[src/rtl/f3m_mult_serial.sv]
// rtl/f3m_mult_serial.sv - trit-serial GF(3^M) multiplier, reduction poly x^M + x^TAP + 2.
// Optional input trit check (err port) enabled by defining F3M_MULT_TRIT_CHECK_EN.
module f3m_mult_serial #(
  parameter int M   = 97,
  parameter int TAP = 12
) (
  input  logic           clk,
  input  logic           reset,
  input  logic           start,
  input  logic [2*M-1:0] A,
  input  logic [2*M-1:0] B,
  output logic           busy,
  output logic           done,
`ifdef F3M_MULT_TRIT_CHECK_EN
  output logic           err,
`endif
  output logic [2*M-1:0] C
);

  localparam int CW = $clog2(M);

  typedef enum logic [1:0] {S_IDLE, S_RUN, S_DONE} state_t;

  state_t         state_q, state_d;
  logic [2*M-1:0] a_q, a_d, b_q, b_d, acc_q, acc_d, c_q, c_d;
  logic [CW-1:0]  cnt_q, cnt_d;
  logic [2*M-1:0] step, shifted;
  logic [1:0]     t, bt, red;

  // GF(3) trit cells on the {hi,lo} encoding
  function automatic logic [1:0] tadd(input logic [1:0] x, input logic [1:0] y);
    logic [2:0] s;
    s = {1'b0, x} + {1'b0, y};
    if (s >= 3'd3) s = s - 3'd3;
    return s[1:0];
  endfunction

  function automatic logic [1:0] tmul(input logic [1:0] x, input logic [1:0] y);
    logic [1:0] p;
    case ({x, y})
      4'b0101, 4'b1010: p = 2'b01;
      4'b0110, 4'b1001: p = 2'b10;
      default:          p = 2'b00;
    endcase
    return p;
  endfunction

  // One row of M mult+add cells: acc*x reduced with x^M = 2x^TAP + 1, plus b*A
  always_comb begin
    t       = acc_q[2*M-1 -: 2];
    bt      = b_q[{cnt_q, 1'b0} +: 2];
    shifted = {acc_q[2*M-3:0], 2'b00};
    step    = '0;
    red     = 2'b00;
    for (int i = 0; i < M; i++) begin
      if (i == 0)        red = t;
      else if (i == TAP) red = tmul(2'b10, t);
      else               red = 2'b00;
      step[2*i +: 2] = tadd(tadd(shifted[2*i +: 2], red), tmul(bt, a_q[2*i +: 2]));
    end
  end

`ifdef F3M_MULT_TRIT_CHECK_EN
  logic flag_q, flag_d, illegal;

  always_comb begin
    illegal = 1'b0;
    for (int i = 0; i < M; i++) begin
      if ((&A[2*i +: 2]) || (&B[2*i +: 2])) illegal = 1'b1;
    end
  end

  always_ff @(posedge clk or posedge reset) begin
    if (reset) flag_q <= 1'b0;
    else       flag_q <= flag_d;
  end

  assign err = done & flag_q;
`endif

  always_comb begin
    state_d = state_q;
    a_d     = a_q;
    b_d     = b_q;
    acc_d   = acc_q;
    cnt_d   = cnt_q;
    c_d     = c_q;
`ifdef F3M_MULT_TRIT_CHECK_EN
    flag_d  = flag_q;
`endif
    case (state_q)
      S_IDLE, S_DONE: begin
        if (start) begin
          state_d = S_RUN;
          a_d     = A;
          b_d     = B;
          acc_d   = '0;
          cnt_d   = CW'(M - 1);
`ifdef F3M_MULT_TRIT_CHECK_EN
          flag_d  = illegal;
`endif
        end else begin
          state_d = S_IDLE;
        end
      end
      S_RUN: begin
        acc_d = step;
        if (cnt_q == '0) begin
          state_d = S_DONE;
          c_d     = step;
        end else begin
          cnt_d = cnt_q - 1'b1;
        end
      end
      default: state_d = S_IDLE;
    endcase
  end

  always_ff @(posedge clk or posedge reset) begin
    if (reset) begin
      state_q <= S_IDLE;
      a_q     <= '0;
      b_q     <= '0;
      acc_q   <= '0;
      cnt_q   <= '0;
      c_q     <= '0;
    end else begin
      state_q <= state_d;
      a_q     <= a_d;
      b_q     <= b_d;
      acc_q   <= acc_d;
      cnt_q   <= cnt_d;
      c_q     <= c_d;
    end
  end

  assign busy = (state_q == S_RUN);
  assign done = (state_q == S_DONE);
  assign C    = c_q;

endmodule
[config.mk]
export PLATFORM = sky130hd
export DESIGN_NAME = f3m_mult_serial
export DESIGN_NICKNAME = d
export VERILOG_FILES = /design/src/rtl/f3m_mult_serial.sv
export SDC_FILE = /design/constraint.sdc
export NUM_CORES = 2
export LEC_CHECK = 0
export BUFFER_PORTS_ARGS = -buffer_cell sky130_fd_sc_hd__buf_2
export CAP_MARGIN = 10
export CORE_ASPECT_RATIO = 1.5
export CORE_MARGIN = 2
export CORE_UTILIZATION = 39
export DETAILED_ROUTE_END_ITERATION = 8
export HOLD_SLACK_MARGIN = 0.12
export MAX_ROUTING_LAYER = met4
export PLACE_DENSITY_LB_ADDON = 0.3
export SYNTH_ARGS = -nofsm -noshare
export SYNTH_HDL_FRONTEND = slang
export SYNTH_SLANG_ARGS = --single-unit
[constraint.sdc]
create_clock -name clk -period 43.6 [get_ports clk]
set_input_delay 2.18 -clock clk [delete_from_list [all_inputs] [get_ports clk]]
set_output_delay 2.18 -clock clk [all_outputs]
set_load 0.01 [all_outputs]
==> flow_summary.yaml <==
run_status:
  status: "finished with violations"
  violations: "slew limit"
critical_path:
  critPathLaunch: "cnt_q[1]"
  crit_type: "reg -> reg"
  cp-start-kind: "flop"
  timing.rr.end: "C[6]"
  cp_max_fo: 85
  r2r_slack_ps: 37390
  worstPathCellList: "buf_4 -> mux4_2 -> mux2i_1 -> mux2i_1 -> o211a_1 -> o32a_1 -> nand2_4 -> buf_4 -> o22ai_1 -> ha_1 -> fa_1 -> ha_1 -> or3_1 -> a21oi_1 -> nand2_1 -> nand2_1"
  cp_slowest_cell: "buf_4"
  cp.depth: 16
  endpoint: "C[6]"
  cpPeakStageDelay_ps: 820
  crit_buf_inv: 2
  cp-end-kind: "flop"
  worstPathArrival_ps: 6800
  r2r-start: "cnt_q[1]"
  worstPathRequired_ps: 44190
  rr_worst_depth: 16
  critPathTopFamily: "buffers and inverters"
synthesis:
  syn_inst: 3702
  synth_xor_area_share_pct: 0.0424
  syn_area_um2: 41300
  syn_nets: 4389
  synth.avg_cell_area_um2: 11.2
  synthMuxAreaShare_pct: 13.6
  synth-edff-count: 0
  ys_ff_latch: 785
  synth_compound_area_share_pct: 10.7
  yosysWarnings: 0
  synthArstFlopShare_pct: 100
  synth_adder_area_share_pct: 10.7
  synthFlopType: "dfrtp_1"
  ys_types: 52
  synth_top_family_by_area: "simple AND/OR/NAND/NOR gates"
  synthSimpleGateAreaFrac_pct: 14.1
  yosysSeqAreaShare_pct: 47.5
final_layout:
  multi_input_area_um2: 20400
  fillers: 9883
  stdcell_area_um2: 48200
  fin_nets: 4891
  seq_area_um2: 19600
  syn_to_final_growth_pct: 16.6
  drive_gt1_share_pct: 27.5
  finalNonFillerCells: 5708
pwr:
  p_leak_nw: 22.6
  p_per_area_nw_per_um2: 94.9
  peakVddDrop_mv: 0.0748
sta:
  max_freq_mhz: 161
  period_share_pct: 14.2
  worst_clock_skew_ps: 29.2
  setup_violations: 0
  finalSetupTns_ps: 0
  grt_setup_unrepaired: "no"
  hold_viol: 0
  max-slew-margin-rel_pct: -14.3
  slew_violations: 93
  min_period_ps: 6210
  worst_slew_pin_slew_ps: 1710
detailed_routing:
  remaining_drc_errors: 0
  viasPerCell: 5.27
  vias: 30079
  drt_iter0_drc: 1624
  first_pass_iters: 7
  drt-total-wl_um: 117000
  antenna_left: 0
  routedWlPerCell_um: 20.4
placement:
  gp_congestion: 0.848
  dp_hpwl_um: 82200
  place_inst: 5527
  port_buffers: 586
  post_dp_cell_area_um2: 45500
grt:
  grt_pass1_vias: 31295
  grt_max_degree: 197
  grt_first_pass_wirelength_um: 181000
  grt_overflow: 0
  grtUsageTotal_pct: 22.2
  grt_antenna_before_repair: 51
floorplan:
  die_area_um2: 109000
  core-area_um2: 105000
  dieWidth_um: 270
  start_util_pct: 39.2
  die_h_um: 403
  io_pins: 587
  row_count: 146
worst_hold_path:
  hold_path_class: "reg -> reg"
clocking:
  cts-buffers-inserted: 81
  cts_setup_buffers: 0
  cts_buffer_depth: 3
  numClockSinks: 785
  ctsHtreeMaxLevel: 3
  cts_resized: 0
  clock_latency_ps: 680
  clk_pin_slew_ps: 60
  cts_tree: "built"
  holdBufCountCts: 0
  cts-root-buf: "clkbuf_16"
run:
  maxCapViolCount: 0
-- registers in the layout (all words and copies together), names as in the netlist --
name / count
b_q: 194
state_q: 2
a_q: 194
C: 194
acc_q: 194
cnt_q: 7
-- per-stage QoR --
step | hold slack, ps | utilization [%] | setup slack (ps) | power, mW
after floorplan | 464 | - | 19380 | 3.18
after global placement | 456 | 43.2 | 37180 | 3.79
after detailed placement | 457 | 43.2 | 37110 | 3.90
after CTS | 476 | 45.6 | 37370 | 4.63
after global routing | 492 | 45.7 | 37050 | 5.01
final | 468 | 45.7 | 37390 | 4.58
-- worst reg2reg max path: stages (launching register included) --
cell,delay (ps)
dfrtp_2,340
buf_4,710
mux4_2,640
mux2i_1,150
mux2i_1,280
o211a_1,310
o32a_1,400
nand2_4,380
buf_4,840
o22ai_1,350
ha_1,250
fa_1,470
ha_1,240
or3_1,390
a21oi_1,210
nand2_1,90
nand2_1,90
-- cell families after synthesis --
kind of cell | count (synthesis)
mux | 458
xor+xnor | 2
compound gates | 716
fa+ha+maj | 296
simple gates | 1115
buf+inv | 330
flops | 785
-- how the worst min path moves through the flow --
stage,cells after the start,start,to,slack [ps]
2_1_floorplan,2,acc_q[105],acc_q[105],460
3_3_place_gp,2,C[120],C[120],460
3_5_place_dp,2,C[118],C[118],460
4_1_cts,2,C[44],C[44],480
5_1_grt,2,C[7],C[7],490
6_report,2,C[44],C[44],470
-- per-layer routing --
layer / up-vias / part of all wire [%] / wire, µm / GRT usage (%)
li1: 14106 / - / - / -
met1: 15038 / 41 / 47600 / 26.1
met2: 762 / 49 / 57300 / 36.7
met3: 173 / 6.9 / 7990 / 5.93
met4: 0 / 3.2 / 3750 / 8.16
met5: - / 0 / 0 / -
-- cell usage in the layout, fill, tap and decap left out, types with 3 or more instances in the layout --
master / count
dfrtp_1: 782
buf_2: 586
nand2_1: 499
mux2_2: 390
o21ai_0: 297
nand2b_1: 259
ha_1: 198
inv_1: 134
nor2b_1: 134
o22ai_1: 131
a21oi_1: 100
fa_1: 98
a22o_1: 97
clkbuf_16: 81
nand3b_1: 65
o22a_1: 65
nor3b_1: 64
mux4_2: 43
diode_2: 41
nor3_1: 35
or3_1: 33
clkbuf_1: 26
mux2i_1: 25
buf_4: 19
nor2_1: 10
clkbuf_8: 9
clkinv_2: 8
nand3_1: 6
bufinv_16: 6
buf_12: 6
a22oi_1: 5
clkinv_8: 3
dfrtp_2: 3
-- area by class of cell --
type                       count  area share (%)
clock inverter                24           0.771
inverter                     138            1.10
clock buffer                 116            4.66
timing repair buffer         611            6.63
antenna                       41           0.213
tap                         1406            3.65
sequential                   785            40.7
multi-input combinational   2587            42.2
-- synth_stat cells, types with 2 or more instances --
cell type	n	share of area, %
a211oi_1	2	0.036
a21oi_1	100	1.2
a22o_1	97	2.1
a22oi_1	5	0.091
a311oi_1	2	0.042
a31oi_1	2	0.030
buf_1	6	0.054
buf_2	30	0.36
buf_4	3	0.054
buf_6	12	0.33
clkbuf_1	141	1.3
dfrtp_1	785	48
fa_1	98	4.7
ha_1	198	6.0
inv_1	136	1.2
mux2_2	390	11
mux2i_1	25	0.61
mux4_2	43	2.3
nand2_1	500	4.5
nand2b_1	260	3.9
nand3_1	7	0.085
nand3b_1	65	1.2
nor2_1	11	0.10
nor2b_1	135	2.0
nor3_1	35	0.42
nor3b_1	64	1.2
o21ai_0	297	3.6
o22a_1	65	1.4
o22ai_1	131	2.0
o32a_1	2	0.048
or3_1	33	0.50
xnor2_1	2	0.042
-- power by group --
group	switching [mW]	internal, mW
clock network	0.309	0.398
registers	0.256	1.11
logic	1.40	1.10
Note: power is estimated with default switching activity, not from simulation.
